--- config.mk ---
export PLATFORM = sky130hd
export DESIGN_NAME = servo_slew_ctrl
export DESIGN_NICKNAME = d
export VERILOG_FILES = /design/src/rtl/servo_slew_ctrl.sv
export SDC_FILE = /design/constraint.sdc
export NUM_CORES = 1
export LEC_CHECK = 0
export ABC_AREA = 1
export CAP_MARGIN = 20
export CORE_ASPECT_RATIO = 1.75
export CORE_MARGIN = 10
export CORE_UTILIZATION = 41
export DETAILED_ROUTE_END_ITERATION = 12
export SYNTH_ARGS = -nofsm -noshare
export SYNTH_HDL_FRONTEND = slang
export SYNTH_SLANG_ARGS = --single-unit
--- constraint.sdc ---
create_clock -name clk -period 5.4 [get_ports clk]
set_input_delay 1.08 -clock clk [delete_from_list [all_inputs] [get_ports clk]]
set_output_delay 1.08 -clock clk [all_outputs]
set_load 0.01 [all_outputs]
--- src/rtl/servo_slew_ctrl.sv ---
// Hobby-servo PWM sequencer: maps an angle command to a pulse width and slews the live duty
// toward it by at most STEP per frame. Optional status LEDs under SERVO_STATUS_LED_EN.
module servo_slew_ctrl #(
  parameter int FRAME_CYCLES = 500_000,
  parameter int DUTY_MIN     = 25_000,
  parameter int DUTY_MAX     = 50_000,
  parameter int STEP         = 250,
  parameter int HOLD_FRAMES  = 10
) (
  input  logic        clk,
  input  logic        rst,
  input  logic        cmd_valid,
  output logic        cmd_ready,
  input  logic [7:0]  cmd_angle,
  output logic        servo_pin,
  output logic [18:0] duty,
  output logic        frame_tick,
  output logic        busy,
  output logic        done
`ifdef SERVO_STATUS_LED_EN
  ,
  output logic        led_verde,
  output logic        led_verm
`endif
);

  localparam int DW     = 19;
  localparam int PW     = 27;
  localparam int HOLD_W = $clog2(HOLD_FRAMES + 1);

  localparam logic [DW-1:0]     FC_LAST   = DW'(FRAME_CYCLES - 1);
  localparam logic [PW-1:0]     SPAN      = PW'(DUTY_MAX - DUTY_MIN);
  localparam logic [HOLD_W-1:0] HOLD_LAST = HOLD_W'(HOLD_FRAMES);

  localparam logic [1:0] S_IDLE = 2'd0;
  localparam logic [1:0] S_LOAD = 2'd1;
  localparam logic [1:0] S_MOVE = 2'd2;
  localparam logic [1:0] S_HOLD = 2'd3;

  // Full-width product keeps every bit until after the >>8 scaling.
  function automatic logic [DW-1:0] map_angle(input logic [7:0] ang);
    return DW'(PW'(DUTY_MIN) + ((PW'(ang) * SPAN) >> 8));
  endfunction

  function automatic logic within_step(input logic [DW-1:0] cur, input logic [DW-1:0] tgt);
    logic signed [DW:0] diff;
    logic signed [DW:0] mag;
    diff = $signed({1'b0, tgt}) - $signed({1'b0, cur});
    mag  = (diff < 0) ? -diff : diff;
    return mag <= $signed((DW+1)'(STEP));
  endfunction

  function automatic logic [DW-1:0] sat_duty(input logic signed [DW+1:0] val);
    if (val < $signed((DW+2)'(DUTY_MIN))) return DW'(DUTY_MIN);
    if (val > $signed((DW+2)'(DUTY_MAX))) return DW'(DUTY_MAX);
    return DW'(val);
  endfunction

  function automatic logic [DW-1:0] step_toward(input logic [DW-1:0] cur, input logic [DW-1:0] tgt);
    logic signed [DW+1:0] nxt;
    if (tgt > cur) nxt = $signed({2'b00, cur}) + $signed((DW+2)'(STEP));
    else           nxt = $signed({2'b00, cur}) - $signed((DW+2)'(STEP));
    return sat_duty(nxt);
  endfunction

  logic [1:0]        state_q,     state_d;
  logic [DW-1:0]     fc_q,        fc_d;
  logic [DW-1:0]     duty_q,      duty_d;
  logic [DW-1:0]     target_q,    target_d;
  logic [7:0]        angle_q,     angle_d;
  logic [HOLD_W-1:0] hold_q,      hold_d;
  logic [HOLD_W-1:0] hold_inc;
  logic              servo_pin_q, servo_pin_d;
  logic              done_q,      done_d;
  logic              tick;

  assign tick     = (fc_q == FC_LAST);
  assign hold_inc = hold_q + HOLD_W'(1);

  always_comb begin
    state_d     = state_q;
    angle_d     = angle_q;
    target_d    = target_q;
    duty_d      = duty_q;
    hold_d      = hold_q;
    done_d      = 1'b0;
    fc_d        = tick ? '0 : fc_q + DW'(1);
    servo_pin_d = (fc_q < duty_q);
    case (state_q)
      S_IDLE: begin
        if (cmd_valid) begin
          angle_d = cmd_angle;
          state_d = S_LOAD;
        end
      end
      S_LOAD: begin
        target_d = map_angle(angle_q);
        state_d  = S_MOVE;
      end
      S_MOVE: begin
        // Duty only moves on the frame-end edge so every pulse uses one width.
        if (tick) begin
          if (within_step(duty_q, target_q)) begin
            duty_d  = target_q;
            hold_d  = '0;
            state_d = S_HOLD;
          end else begin
            duty_d = step_toward(duty_q, target_q);
          end
        end
      end
      S_HOLD: begin
        if (tick) begin
          hold_d = hold_inc;
          if (hold_inc == HOLD_LAST) begin
            done_d  = 1'b1;
            state_d = S_IDLE;
          end
        end
      end
      default: state_d = S_IDLE;
    endcase
  end

  always_ff @(posedge clk) begin
    angle_q  <= angle_d;
    target_q <= target_d;
    hold_q   <= hold_d;
    if (rst) begin
      state_q     <= S_IDLE;
      fc_q        <= '0;
      duty_q      <= DW'(DUTY_MIN);
      servo_pin_q <= 1'b0;
      done_q      <= 1'b0;
    end else begin
      state_q     <= state_d;
      fc_q        <= fc_d;
      duty_q      <= duty_d;
      servo_pin_q <= servo_pin_d;
      done_q      <= done_d;
    end
  end

  assign cmd_ready  = (state_q == S_IDLE);
  assign busy       = (state_q != S_IDLE);
  assign frame_tick = tick;
  assign duty       = duty_q;
  assign servo_pin  = servo_pin_q;
  assign done       = done_q;

`ifdef SERVO_STATUS_LED_EN
  logic led_verde_q, led_verde_d;
  logic led_verm_q,  led_verm_d;

  // Driven from the next state so the LEDs track busy with no extra lag.
  always_comb begin
    led_verde_d = (state_d == S_IDLE);
    led_verm_d  = (state_d != S_IDLE);
  end

  always_ff @(posedge clk) begin
    if (rst) begin
      led_verde_q <= 1'b1;
      led_verm_q  <= 1'b0;
    end else begin
      led_verde_q <= led_verde_d;
      led_verm_q  <= led_verm_d;
    end
  end

  assign led_verde = led_verde_q;
  assign led_verm  = led_verm_q;
`endif

endmodule

==> results by group <==
Outcome
  – Outcome: completed

Timing
  – Slew @ Worst Pin: 700.9 ps
  – Setup TNS: 0 ps
  – Final period utilization: 86.34%
  – Max Fclk: 0.2145 GHz
  – Skew final: 7.461 ps
  – Minimum clock period: 4662 ps
  – Unrepaired setup endpoints after global routing: false
  – Final Hold Fails: 0
  – Setup violators final: 0
  – Slew margin rel.: 53.27%
  – Final max-slew violation count: 0

Synth
  – Count leader, synth: nand2_1
  – Synth Cell Area: 0.008008 sq mm
  – Post-synthesis net count: 1,354
  – Area contributors post-synth: nand2_1 (17%), ha_1 (15%), dfxtp_1 (11%), edfxtp_1 (11%), inv_1 (9.5%)
  – Register area share after synthesis: 21.00%
  – Syn Area/Cell: 6.484 sq um
  – FFs w/ async S/R, synth: 0%
  – Synth cell types: 46
  – Post-Syn Instances: 1,235
  – Top FF cell, synth: dfxtp_1
  – EDFF count, synth: 28
  – Syn. warnings: 0
  – Yosys reg bits: 70
  – Post-synth top area cell: nand2_1
  – Post-synth top cells: nand2_1 (359), inv_1 (202), nand3_1 (105), nor2_1 (99), ha_1 (95)
  – Post-synth top area share: 16.83%

Final layout
  – Final net count: 1,386
  – Antenna Cells: 0
  – Final Cell Area: 0.008897 sq mm
  – Synth-to-Final Area Change: 11.11%
  – Register Area: 0.001682 sq mm
  – Share of layout cells above drive strength 1: 4.638%
  – Area of the multi-input gates: 0.005463 sq mm
  – Filler instances: 2,049

Clocking
  – Clock Sinks: 70
  – Clk slew on worst S/H paths: 60 ps
  – H-tree depth reported by CTS: 3
  – Clock latency on the worst-skew pair: 340 ps
  – CTS buffer count: 9
  – Post-CTS Repair Setup Buffers: 0
  – Max Buffers Root-to-Sink: 2
  – Post_cts resized: 0
  – TritonCTS clock tree: yes
  – Clock root buffer master: clkbuf_16
  – Hold_buf cts: 0

Worst setup path
  – Crit end category: flop
  – Worst EP arrival: 4750 ps
  – WS Path Type: reg -> reg
  – CP required: 5480 ps
  – Worst Reg-to-Reg Cells: 20
  – CP max FO: 4
  – Startpoint Class: flop

Placement
  – DP Area: 0.008579 sq mm
  – DP HPWL: 19,020 microns
  – Port bufs: 34
  – GPL Wtd Cong: 0.9484

Floorplan
  – Die ar.: 0.02574 sq mm
  – Row cnt: 67
  – Initial Util: 41.71%
  – Core Box Area: 0.01920 sq mm
  – IO Count: 35
  – Die extent in x: 125.6 microns
  – Die H: 204.9 microns

Min path
  – Hold Path Stages: 1
  – HP Class: reg -> reg

Power and ir drop
  – Pwr/cell area: 658.1 mW/mm^2
  – Total power: 5.855 mW
  – LEAKAGE: 4.548 nW
  – Maximum VDD drop: 0.0003524 V

Routing
  – 1st-pass router iterations: 5
  – Routed vias: 7,820
  – Routed Antenna Nets: 0
  – 1st-iter DRT viols: 294
  – DRC: 0
  – Vias/cell: 5.169
  – Drt wl/cell: 15.02 microns
  – Total Wirelength: 22,720 microns

Global routing
  – GR Overflow Total: 0
  – Initial antenna violation count: 0
  – Vias in the first global route: 7,695
  – Total track usage: 17.65%
  – First-pass GRT wire length: 37,360 microns
  – Pin count of the biggest net entering global routing: 30

Run
  – Maxcap violations: 0
## routing by layer
| metal | part of all wire, % | GRT usage [%] |
|---|---|---|
| met1 | 38 | 17.42 |
| met2 | 53 | 34.26 |
| met3 | 3.7 | 2.173 |
| met4 | 5.1 | 10.07 |
| met5 | 0 | 0 |
## cells by family (layout without fill, tap and decap cells)
group / after synthesis / in the layout / share of synthesized area [%]
AOI/OAI and AO/OA: 121 / 121 / 8.484
and+or+nand+nor: 659 / 659 / 35.63
adders and majority gates: 108 / 108 / 18.09
DFF: 70 / 70 / 21.00
buffers and inverters: 222 / 259 / 10.78
xor gates and xnor gates: 55 / 55 / 6.016
## worst max-delay path: stages, from the launching register on
cell	delay, ps
edfxtp_1	450
ha_1	360
ha_1	280
inv_1	50
fa_1	480
fa_1	540
inv_1	40
ha_1	340
nand2_1	90
o21a_1	210
o21ai_0	250
nand2_1	80
nand2_1	70
a21oi_1	70
or2_2	280
nand3_1	70
nand2_1	60
or2_2	320
nand3_1	110
o21ai_0	100
xor2_1	160
## cell type report
class | instances | area share, %
multi-input cells | 943 | 61.40
clock inverters | 5 | 0.4781
well taps | 241 | 3.389
flip-flops and latches | 70 | 18.90
inverters | 207 | 8.747
repair buffers | 36 | 3.994
clock buffers | 11 | 3.094
## stage by stage
stage,cells,setup slack (ps),hold WS [ps],utilization [%]
after global routing,1513,428.3,504.9,46.35
after floorplan,1235,990.8,429.7,-
after detailed placement,1497,689.9,458.4,44.69
after CTS,1513,675.8,473.6,46.35
final,1513,737.6,466.9,46.35
after global placement,1497,723.2,452.4,44.69
## power by group
| group | internal, mW | switching [mW] |
|---|---|---|
| combinational | 1.57 | 2.72 |
| clock | 0.373 | 0.255 |
| sequential | 0.859 | 0.0738 |
| total | 2.81 | 3.05 |
## state kept, by name, summed over array words and instances (netlist names)
| name | count |
|---|---|
| servo_pin | 1 |
| state_q | 2 |
| duty | 19 |
| fc_q | 19 |
| target_q | 16 |
| angle_q | 8 |
| done | 1 |
| hold_q | 4 |
## worst paths after layout
path,from,end,slack [ps]
setup / recovery,angle_q[2]$_DFFE_PP_,target_q[14]$_DFFE_PN_,740
hold / removal,fc_q[0]$_SDFF_PP0_,fc_q[0]$_SDFF_PP0_,470
setup reg to reg,angle_q[2]$_DFFE_PP_,target_q[14]$_DFFE_PN_,740
hold reg to reg,fc_q[0]$_SDFF_PP0_,fc_q[0]$_SDFF_PP0_,470
## cell usage in the layout (no fill, tap or decap), types with 3 or more instances in the layout
cell type,synthesis,layout
a21oi_1,68,68
a21oi_2,7,7
and2_1,3,3
clkbuf_16,0,11
clkdlybuf4s50_1,0,34
dfxtp_1,42,42
edfxtp_1,28,28
fa_1,13,13
ha_1,95,95
inv_1,202,202
inv_2,3,3
inv_6,0,3
nand2_1,359,359
nand2_2,16,16
nand3_1,105,105
nand3b_1,3,3
nand4_1,29,29
nor2_1,99,99
nor3_1,20,20
nor4_1,8,8
o21a_1,3,3
o21ai_0,21,21
o21ai_1,10,10
or2_2,5,5
xnor2_1,12,12
xor2_1,43,43
No activity file was read; power rests on OpenSTA's default activity.
